--- config.mk ---
export PLATFORM = sky130hd
export DESIGN_NAME = imem_dmem_arbiter
export DESIGN_NICKNAME = d
export VERILOG_FILES = /design/src/rtl/imem_dmem_arbiter_pkg.sv /design/src/rtl/imem_dmem_arbiter_latency_counter.sv /design/src/rtl/imem_dmem_arbiter.sv
export SDC_FILE = /design/constraint.sdc
export NUM_CORES = 1
export LEC_CHECK = 0
export BUFFER_PORTS_ARGS = -buffer_cell sky130_fd_sc_hd__buf_2
export CAP_MARGIN = 30
export CORE_AREA = 8 8 90 92
export CTS_CLUSTER_DIAMETER = 40
export DETAILED_ROUTE_END_ITERATION = 16
export DIE_AREA = 0 0 98 100
export PLACE_DENSITY_LB_ADDON = 0.08
export SETUP_SLACK_MARGIN = 0.3
export SLEW_MARGIN = 20
export SYNTH_ARGS = -nofsm -noshare
export SYNTH_HDL_FRONTEND = slang
export SYNTH_SLANG_ARGS = --single-unit
export TNS_END_PERCENT = 10
--- constraint.sdc ---
create_clock -name clk -period 2.4 [get_ports clk]
set_input_delay 0.24 -clock clk [delete_from_list [all_inputs] [get_ports clk]]
set_output_delay 0.24 -clock clk [all_outputs]
set_load 0.01 [all_outputs]
--- src/rtl/imem_dmem_arbiter_pkg.sv ---
// Shared definitions for the instruction/data memory arbiter.
//   - FSM state encodings (IDLE / IF_ACC / D_ACC)
//   - requester identifiers
//   - width of the access latency counter and its load-value helper
package imem_dmem_arbiter_pkg;

  // Latency counter width: holds MEM_LATENCY-1 for MEM_LATENCY up to 15.
  localparam int CNT_W = 4;

  localparam logic [1:0] ST_IDLE   = 2'd0;
  localparam logic [1:0] ST_IF_ACC = 2'd1;
  localparam logic [1:0] ST_D_ACC  = 2'd2;

  typedef enum logic [0:0] {
    REQ_IF = 1'b0,
    REQ_D  = 1'b1
  } req_id_e;

  // Counter value loaded on grant so that the final cycle is reached after
  // exactly lat cycles including the grant cycle.
  function automatic logic [CNT_W-1:0] cnt_load_value(input int lat);
    return CNT_W'(lat - 1);
  endfunction

endpackage

--- src/rtl/imem_dmem_arbiter_latency_counter.sv ---
// Access latency counter for the memory arbiter.
//   clk, reset  : clock, synchronous active-high reset
//   load        : load load_value (takes precedence over dec)
//   load_value  : value loaded on grant
//   dec         : decrement request; saturates at zero, never wraps
//   zero        : count is zero (final cycle of an access)
//   one         : count is one (cycle before the final cycle)
module imem_dmem_arbiter_latency_counter
  import imem_dmem_arbiter_pkg::*;
#(
  parameter int W = CNT_W
) (
  input  logic         clk,
  input  logic         reset,
  input  logic         load,
  input  logic [W-1:0] load_value,
  input  logic         dec,
  output logic         zero,
  output logic         one
);

  localparam logic [W-1:0] ZERO_C = {W{1'b0}};
  localparam logic [W-1:0] ONE_C  = {{(W-1){1'b0}}, 1'b1};

  logic [W-1:0] count_r;

  // Count register: load on grant, otherwise count down to zero and hold.
  always_ff @(posedge clk) begin
    if (reset) begin
      count_r <= ZERO_C;
    end else if (load) begin
      count_r <= load_value;
    end else if (dec && (count_r != ZERO_C)) begin
      count_r <= count_r - ONE_C;
    end else begin
      count_r <= count_r;
    end
  end

  assign zero = (count_r == ZERO_C);
  assign one  = (count_r == ONE_C);

endmodule

--- src/rtl/imem_dmem_arbiter.sv ---
// Arbiter sharing one single-ported LC-3b memory between instruction fetch
// and the MEM stage. Each access takes MEM_LATENCY cycles from grant to a
// one-cycle ready pulse. Data requests win over fetch on a tie.
//
// Optional feature macro: IMEM_ARB_STARVE_GUARD_EN
//   defined   : after STARVE_LIMIT consecutive data grants while a fetch is
//               pending, the next grant goes to fetch.
//   undefined : strict data priority.
//
// Ports:
//   clk, reset              pipeline clock, synchronous active-high reset
//   if_req/if_addr          fetch request (level) and PC
//   imem_r/if_rdata         fetch ready pulse, instruction word (held)
//   d_req/d_addr            data request (level) and address
//   d_we_low/d_we_high      byte write enables, d_wdata write data
//   dmem_r/d_rdata          data ready pulse, read data (held)
//   ram_en/ram_addr         memory enable (whole access), latched address
//   ram_we_low/ram_we_high  byte strobes, final cycle of a write only
//   ram_wdata/ram_rdata     latched write data, memory read data
//   busy                    access in flight
module imem_dmem_arbiter
  import imem_dmem_arbiter_pkg::*;
#(
  parameter int MEM_LATENCY  = 4,
  parameter int ADDR_W       = 16,
  parameter int STARVE_LIMIT = 3
) (
  input  logic              clk,
  input  logic              reset,
  input  logic              if_req,
  input  logic [ADDR_W-1:0] if_addr,
  output logic              imem_r,
  output logic [15:0]       if_rdata,
  input  logic              d_req,
  input  logic [ADDR_W-1:0] d_addr,
  input  logic              d_we_low,
  input  logic              d_we_high,
  input  logic [15:0]       d_wdata,
  output logic              dmem_r,
  output logic [15:0]       d_rdata,
  output logic              ram_en,
  output logic [ADDR_W-1:0] ram_addr,
  output logic              ram_we_low,
  output logic              ram_we_high,
  output logic [15:0]       ram_wdata,
  input  logic [15:0]       ram_rdata,
  output logic              busy
);

  localparam logic [CNT_W-1:0] LOAD_VAL_C = cnt_load_value(MEM_LATENCY);
  localparam logic             LOAD_ZERO_C = (MEM_LATENCY == 1);

  if ((MEM_LATENCY < 1) || (MEM_LATENCY > 15)) begin : g_bad_latency
    $error("MEM_LATENCY must be within 1..15");
  end
  if (STARVE_LIMIT < 1) begin : g_bad_starve
    $error("STARVE_LIMIT must be at least 1");
  end

  logic [1:0] state_r;
  logic [1:0] next_state_s;
  logic       grant_if_s;
  logic       grant_d_s;
  logic       finish_if_s;
  logic       finish_d_s;
  logic       d_wins_s;
  logic       we_low_lat_r;
  logic       we_high_lat_r;
  logic       we_any_s;
  logic       d_drop_r;
  logic       strobe_low_s;
  logic       strobe_high_s;
  logic       cnt_zero_s;
  logic       cnt_one_s;
  req_id_e    grant_id_s;

  assign we_any_s = we_low_lat_r | we_high_lat_r;

`ifdef IMEM_ARB_STARVE_GUARD_EN
  localparam int SW = ($clog2(STARVE_LIMIT + 1) < 1) ? 1 : $clog2(STARVE_LIMIT + 1);
  localparam logic [SW-1:0] STARVE_MAX_C = SW'(STARVE_LIMIT);
  localparam logic [SW-1:0] STARVE_ONE_C = {{(SW-1){1'b0}}, 1'b1};

  logic [SW-1:0] starve_cnt_r;
  logic          starve_hit_s;

  assign starve_hit_s = if_req && (starve_cnt_r >= STARVE_MAX_C);
  assign d_wins_s     = d_req && !starve_hit_s;

  // Consecutive data grants taken while a fetch was waiting.
  always_ff @(posedge clk) begin
    if (reset) begin
      starve_cnt_r <= {SW{1'b0}};
    end else if (grant_if_s) begin
      starve_cnt_r <= {SW{1'b0}};
    end else if (grant_d_s && if_req && (starve_cnt_r < STARVE_MAX_C)) begin
      starve_cnt_r <= starve_cnt_r + STARVE_ONE_C;
    end else begin
      starve_cnt_r <= starve_cnt_r;
    end
  end
`else
  assign d_wins_s = d_req;
`endif

  // Next-state, grant and completion decode.
  always_comb begin
    next_state_s = state_r;
    grant_if_s   = 1'b0;
    grant_d_s    = 1'b0;
    finish_if_s  = 1'b0;
    finish_d_s   = 1'b0;
    case (state_r)
      ST_IDLE: begin
        if (d_wins_s) begin
          grant_d_s    = 1'b1;
          next_state_s = ST_D_ACC;
        end else if (if_req) begin
          grant_if_s   = 1'b1;
          next_state_s = ST_IF_ACC;
        end else begin
          next_state_s = ST_IDLE;
        end
      end
      ST_IF_ACC: begin
        // Withdrawn fetch (branch redirect) ends the access without a pulse.
        if (!if_req) begin
          next_state_s = ST_IDLE;
        end else if (cnt_zero_s) begin
          finish_if_s  = 1'b1;
          next_state_s = ST_IDLE;
        end else begin
          next_state_s = ST_IF_ACC;
        end
      end
      ST_D_ACC: begin
        // A withdrawn read aborts; a write always runs to completion.
        if (!d_req && !we_any_s) begin
          next_state_s = ST_IDLE;
        end else if (cnt_zero_s) begin
          finish_d_s   = 1'b1;
          next_state_s = ST_IDLE;
        end else begin
          next_state_s = ST_D_ACC;
        end
      end
      default: begin
        next_state_s = ST_IDLE;
      end
    endcase
  end

  // Requester selection for the address latch.
  always_comb begin
    if (grant_d_s) begin
      grant_id_s = REQ_D;
    end else begin
      grant_id_s = REQ_IF;
    end
  end

  // Byte strobes are registered, so they are computed one edge ahead of the
  // final (count==0) cycle: either on grant when the latency is one, or in
  // the count==1 cycle of a continuing data access.
  always_comb begin
    if (grant_d_s && LOAD_ZERO_C) begin
      strobe_low_s  = d_we_low;
      strobe_high_s = d_we_high;
    end else if ((state_r == ST_D_ACC) && cnt_one_s && (next_state_s == ST_D_ACC)) begin
      strobe_low_s  = we_low_lat_r;
      strobe_high_s = we_high_lat_r;
    end else begin
      strobe_low_s  = 1'b0;
      strobe_high_s = 1'b0;
    end
  end

  imem_dmem_arbiter_latency_counter #(
    .W(CNT_W)
  ) u_latency_counter (
    .clk       (clk),
    .reset     (reset),
    .load      (grant_if_s | grant_d_s),
    .load_value(LOAD_VAL_C),
    .dec       (state_r != ST_IDLE),
    .zero      (cnt_zero_s),
    .one       (cnt_one_s)
  );

  // FSM state, latched write enables and the data-withdrawn flag.
  always_ff @(posedge clk) begin
    if (reset) begin
      state_r       <= ST_IDLE;
      we_low_lat_r  <= 1'b0;
      we_high_lat_r <= 1'b0;
      d_drop_r      <= 1'b0;
    end else begin
      state_r <= next_state_s;
      if (grant_d_s) begin
        we_low_lat_r  <= d_we_low;
        we_high_lat_r <= d_we_high;
      end else if (grant_if_s) begin
        we_low_lat_r  <= 1'b0;
        we_high_lat_r <= 1'b0;
      end else begin
        we_low_lat_r  <= we_low_lat_r;
        we_high_lat_r <= we_high_lat_r;
      end
      if (grant_if_s || grant_d_s) begin
        d_drop_r <= 1'b0;
      end else if ((state_r == ST_D_ACC) && !d_req) begin
        d_drop_r <= 1'b1;
      end else begin
        d_drop_r <= d_drop_r;
      end
    end
  end

  // Registered memory-side and pipeline-side outputs.
  always_ff @(posedge clk) begin
    if (reset) begin
      imem_r      <= 1'b0;
      dmem_r      <= 1'b0;
      if_rdata    <= 16'h0000;
      d_rdata     <= 16'h0000;
      ram_en      <= 1'b0;
      busy        <= 1'b0;
      ram_addr    <= {ADDR_W{1'b0}};
      ram_wdata   <= 16'h0000;
      ram_we_low  <= 1'b0;
      ram_we_high <= 1'b0;
    end else begin
      imem_r      <= finish_if_s;
      // A write whose requester walked away still strobes but is not acknowledged.
      dmem_r      <= finish_d_s && d_req && !d_drop_r;
      ram_en      <= (next_state_s != ST_IDLE);
      busy        <= (next_state_s != ST_IDLE);
      ram_we_low  <= strobe_low_s;
      ram_we_high <= strobe_high_s;
      if (finish_if_s) begin
        if_rdata <= ram_rdata;
      end else begin
        if_rdata <= if_rdata;
      end
      if (finish_d_s && !we_any_s) begin
        d_rdata <= ram_rdata;
      end else begin
        d_rdata <= d_rdata;
      end
      if (grant_if_s || grant_d_s) begin
        ram_addr <= (grant_id_s == REQ_D) ? d_addr : if_addr;
      end else begin
        ram_addr <= ram_addr;
      end
      if (grant_d_s) begin
        ram_wdata <= d_wdata;
      end else begin
        ram_wdata <= ram_wdata;
      end
    end
  end

endmodule

After elaboration in Yosys (flattened, before gate mapping)
Index checks and enable logic that the tools add are counted.
{"block": "word_totals", "register_bits": 78, "inputBits": 70, "out_inout_bits": 70, "elab_cells": 69}
{"block": "classes", "addsub": 1, "eq_ne": 4, "n_mux": 24, "n_bitwise": 3, "n_reduce_logical": 22}
{"operator": "2-to-1 mux 1 bit", "count": 17}
{"operator": "2-to-1 mux 16 bit", "count": 1}
{"operator": "2-to-1 mux 2 bit", "count": 5}
{"operator": "logical AND 1 bit", "count": 8}
{"operator": "nonzero test 2 bit", "count": 4}
{"operator": "one-hot mux 2 bit (3 select lines)", "count": 1}
{"operator": "OR reduction 2 bit", "count": 3}
{"operator": "equality test 2 bit (second input constant)", "count": 2}
{"operator": "equality test 4 x 1 -> 1 bit (second input constant)", "count": 1}
{"operator": "logical NOT 4 bit", "count": 1}
{"operator": "nonzero test 4 bit", "count": 1}
{"operator": "subtractor 4 x 1 -> 4 bit (second input constant)", "count": 1}
{"operator": "logical NOT 1 bit", "count": 3}
{"operator": "equality test 2 x 1 -> 1 bit (second input constant)", "count": 1}
{"operator": "logical NOT 2 bit", "count": 1}
{"operator": "bitwise OR 1 bit", "count": 2}
{"operator": "logical OR 1 bit", "count": 1}
{"operator": "inverter 1 bit", "count": 1}

Depth between registers and ports, before layout
{"block": "depth", "word_depth": 9, "mapped_depth": 7, "depth_no_buf": 5}

Cells and area by module
Synthesis repeated with hierarchy kept, for this count alone.
{"block": "hier_totals", "cells_unflattened": 381, "area_unflattened_um2": 3258.1}
{"mod": "imem_dmem_arbiter", "instances": 1, "cells_each": 350, "area_each_um2": 2975.4, "seq_area_each_um2": 1481.4}
{"mod": "imem_dmem_arbiter_latency_counter", "instances": 1, "cells_each": 31, "area_each_um2": 282.8, "seq_area_each_um2": 80.1}

Least setup slack after synthesis
OpenSTA, ideal clock, no wires.
{"block": "synth_timing", "path_type": "reg2reg", "start": "register u_latency_counter.count_r[0]", "end": "register if_rdata[10]", "setup_ns": 0.072, "arrival_ns": 1.478, "required_ns": 2.328, "slack_ns": 0.851, "stages_incl_launch_ff": 8, "path_buffers": 2, "period_less_slack_ns": 1.549, "cell_sequence": "dfxtp_1 -> inv_1 -> ha_1 -> nor3b_2 -> and3_1 -> buf_6 -> buf_12 -> mux2i_1"}
{"block": "synth_via", "elab_chain_len": 4}
{"item": "start: declaration", "line": "imem_dmem_arbiter_latency_counter.sv:25", "text": "logic [W-1:0] count_r;"}
{"item": "start signal: assignment", "line": "imem_dmem_arbiter_latency_counter.sv:32", "text": "count_r <= load_value;"}
{"item": "start signal: assignment", "line": "imem_dmem_arbiter_latency_counter.sv:34", "text": "count_r <= count_r - ONE_C;"}
{"item": "start signal: assignment", "line": "imem_dmem_arbiter_latency_counter.sv:36", "text": "count_r <= count_r;"}
{"item": "logical NOT 4 bit", "line": "imem_dmem_arbiter_latency_counter.sv:40", "text": "assign zero = (count_r == ZERO_C);"}
{"item": "2-to-1 mux 1 bit", "line": "imem_dmem_arbiter.sv:129", "text": "end else if (cnt_zero_s) begin"}
{"item": "2-to-1 mux 1 bit", "line": "imem_dmem_arbiter.sv:127", "text": "if (!if_req) begin"}
{"item": "2-to-1 mux 1 bit", "line": "imem_dmem_arbiter.sv:113", "text": "case (state_r)"}
{"item": "end signal: assignment", "line": "imem_dmem_arbiter.sv:241", "text": "if_rdata <= ram_rdata;"}
{"item": "end signal: assignment", "line": "imem_dmem_arbiter.sv:243", "text": "if_rdata <= if_rdata;"}
{"item": "end: declaration", "line": "imem_dmem_arbiter.sv:33", "text": "output logic [15:0] if_rdata,"}
Every way passes these cells.
A chain may end at the register's enable or synchronous reset.

Final worst setup path
{"block": "layout_timing", "start": "register u_latency_counter.count_r[1]", "end": "register if_rdata[12]"}
The elaborated chain is that of the path after synthesis.

==> flow_summary_export.csv <==
group,metric,value,unit
synth,ys_types,32,
cts,htree_levels,3,
grt,grtUsageTotal,15.5,%
synth,yosysTopAreaCellShare,47.4,%
grt,grt_antenna_before_repair,0,
grt,gr-usage-met3,6.02,%
die,die-area,9800,sq um
cts,cts_sinks,78,
power,p_int,2.10,mW
grt,top_usage_layer,"met2",
critical_path,rrSetupSlack,0.63,ns
cts,cts.reportedPaths.clkPinSlew,0.07,ns
synth,post-synth-top-area-cell,"dfxtp_1",
sta,finalCritPeriodShare,73.6,%
cts,cts_root_buffer,"clkbuf_8",
critical_path,cpPeakStageDelay,0.34,ns
critical_path,end_kind,"register",
sta,slew_violations,0,
synth,syn_nets,390,
routing,routedWlPerCell,14.6,um
cts,cts_tree,"yes",
power,seq_power_share,50.1,%
die,dieHeight,100,um
sta,worst_slack,0.633,ns
layout,area_delta_synth_final,26.9,%
layout,fillers,603,
critical_path,cp_max_fo,17,
power,p_total,2.80,mW
layout,nets,520,
placement,pre_cts_slack,0.565,ns
layout,final_common_cell,"buf_2",
grt,met1_usage,17.0,%
synth,yosys-top-cells-area,"dfxtp_1, mux2i_1, nand2b_1, a211oi_1, a21oi_1",
routing,drt_iter0_markers,50,
critical_path,start_kind,"register",
synth,synth_cells,318,
placement,routabilityCongestion,0.791,
synth,ys_ff_latch,78,
synth,netlist_area,3290,sq um
power,p_switching,698,uW
die,die_w,98,um
synth,ys_seq_area_share,47.4,%
sta,fin_skew,0.00604,ns
sta,min_period,1.77,ns
die,ioPinCount,140,
layout,layout_common_cells,"buf_2, dfxtp_1, mux2i_1",
power,vdd_drop_max,0.000330,V
sta,slew_headroom,58.6,%
power,leakage,2.05,nW
min_path,hold_path_class,"input port to register",
sta,fmax,0.566,GHz
sta,rsz0062_at_grt,"no",
cts,insertion_delay,0.33,ns
power,switching_share,25.0,%
routing,drt-pass1-iter-count,4,
cts,cts_resized,0,
die,initial_core_util,49.6,%
power,power_frac_comb,15.1,%
synth,syn_avg_cell_area,10.4,sq um
routing,viasPerCell,4.98,
placement,hpwl,5740,um
critical_path,arrival,2.02,ns
cts,ctsHoldBuffers,0,
die,coreArea,6640,sq um
critical_path,path_class,"register to register",
placement,io_buffers,139,
layout,insertedDiodeCount,0,
flow_run,maxCapViolations,0,
grt,grt_use_met2,26.8,%
grt,grt_pass1_vias,2762,
grt,grt_max_degree,44,
layout,drive_gt1_share,36.2,%
die,row_count,30,
power,power_density,670,nW/um^2
run_status,outcome,"finished, final reports clean",
routing,vias,2657,
routing,drt_wl_total,7790,um
critical_path,crit_chain,"inv_1, ha_1, nor3b_2, and3_1, buf_4, mux2i_1",
sta,hold_viol_final,0,
sta,timing.setup.tns,0,ns
grt,overflow,0,
cts,cts_made_buffers,9,
synth,ys_warn_count,0,
critical_path,required,2.65,ns
grt,grt_pass1_wl,12600,um
power,pwr-share-clk,34.8,%
cts,clockBufferDepth,2,
sta,tightest_slew,0.621,ns
sta,setup-violations-final,0,
routing,drc_errors,0,
critical_path,crit_slowest_cell,"nor3b_2",
routing,drtAntennaViolNets,0,
cts,postCtsSetupBuffers,0,
Yosys cell counts (all sizes together):
library cell,number
nand2,4
a31oi,2
clkbuf,9
o311ai,1
nand2b,48
inv,2
and3,1
nor2,22
buf,17
or3b,2
dfxtp,78
nor3b,4
o21a,2
or3,1
and2,2
a211oi,18
o21ai,6
mux2i,65
or2,2
or4,1
nor2b,3
a22oi,1
a21oi,22
nand4,1
ha,2
and4b,2
sequential cells by signal (all words and copies together), names as in the netlist:
name                       flops
ram_we_low                     1
if_rdata                      16
we_high_lat_r                  1
imem_r                         1
busy                           1
state_r                        2
dmem_r                         1
ram_addr                      16
ram_wdata                     16
we_low_lat_r                   1
u_latency_counter.count_r      4
ram_we_high                    1
d_drop_r                       1
d_rdata                       16
worst paths after layout:
kind,depth (start not counted),to,start
min reg2reg,2,d_rdata[3],d_rdata[3]
max reg2reg,6,if_rdata[12],u_latency_counter.count_r[1]
min,3,ram_wdata[0],d_wdata[0]
max,6,if_rdata[12],u_latency_counter.count_r[1]
area by class of cell:
cell class / count / area, sq um / area share [%]
clock buffer: 13 / 159 / 3.80
clock inverter: 3 / 42.5 / 1.02
inverter: 2 / 7.51 / 0.180
multi-input combinational: 212 / 1570 / 37.5
sequential: 78 / 1560 / 37.4
tap: 80 / 100 / 2.40
timing repair buffer: 145 / 741 / 17.7
metal layers:
metal,share of wire (%),vias up,routed length (um)
met5,0,-,0
met4,0.58,0,45
met3,7.6,4,588
met2,48,77,3750
met1,44,1214,3410
li1,-,1362,-
logic make-up (layout without fill, tap and decap cells):
family / count (synthesis) / after routing / share of synthesized area, %
flops: 78 / 78 / 47.4
compound gates: 52 / 52 / 9.84
mux: 65 / 65 / 19.7
fa+ha+maj: 2 / 2 / 0.759
simple gates: 93 / 93 / 17.1
buf+inv: 28 / 163 / 5.17
per-stage QoR:
step	hold WS [ns]	std cells	instance area (sq um)	util, %
global placement	0.455	517	3980	59.9
finish	0.144	533	4180	62.9
global route	0.131	533	4180	62.9
floorplan	0.376	318	3290	-
CTS	0.126	533	4180	62.9
detailed placement	0.465	517	3980	59.9
power groups by stage:
stage	registers, mW	clock network [mW]	logic, mW
2_1_floorplan	1.46	0	0.249
3_3_place_gp	1.43	0	0.421
3_5_place_dp	1.43	0	0.428
4_1_cts	1.40	1.01	0.429
5_1_grt	1.41	1.05	0.466
6_report	1.40	0.973	0.422
worst max-delay path, delay by kind of cell, from the launching register on:
kind | cells | cell delay (ns)
multiplexers | 1 | 0.23
adder cells (fa/ha/maj) | 1 | 0.21
buffers and inverters | 2 | 0.38
flip-flops | 1 | 0.33
AND/OR/NAND/NOR | 2 | 0.55
Note: power is estimated with default switching activity, not from simulation.
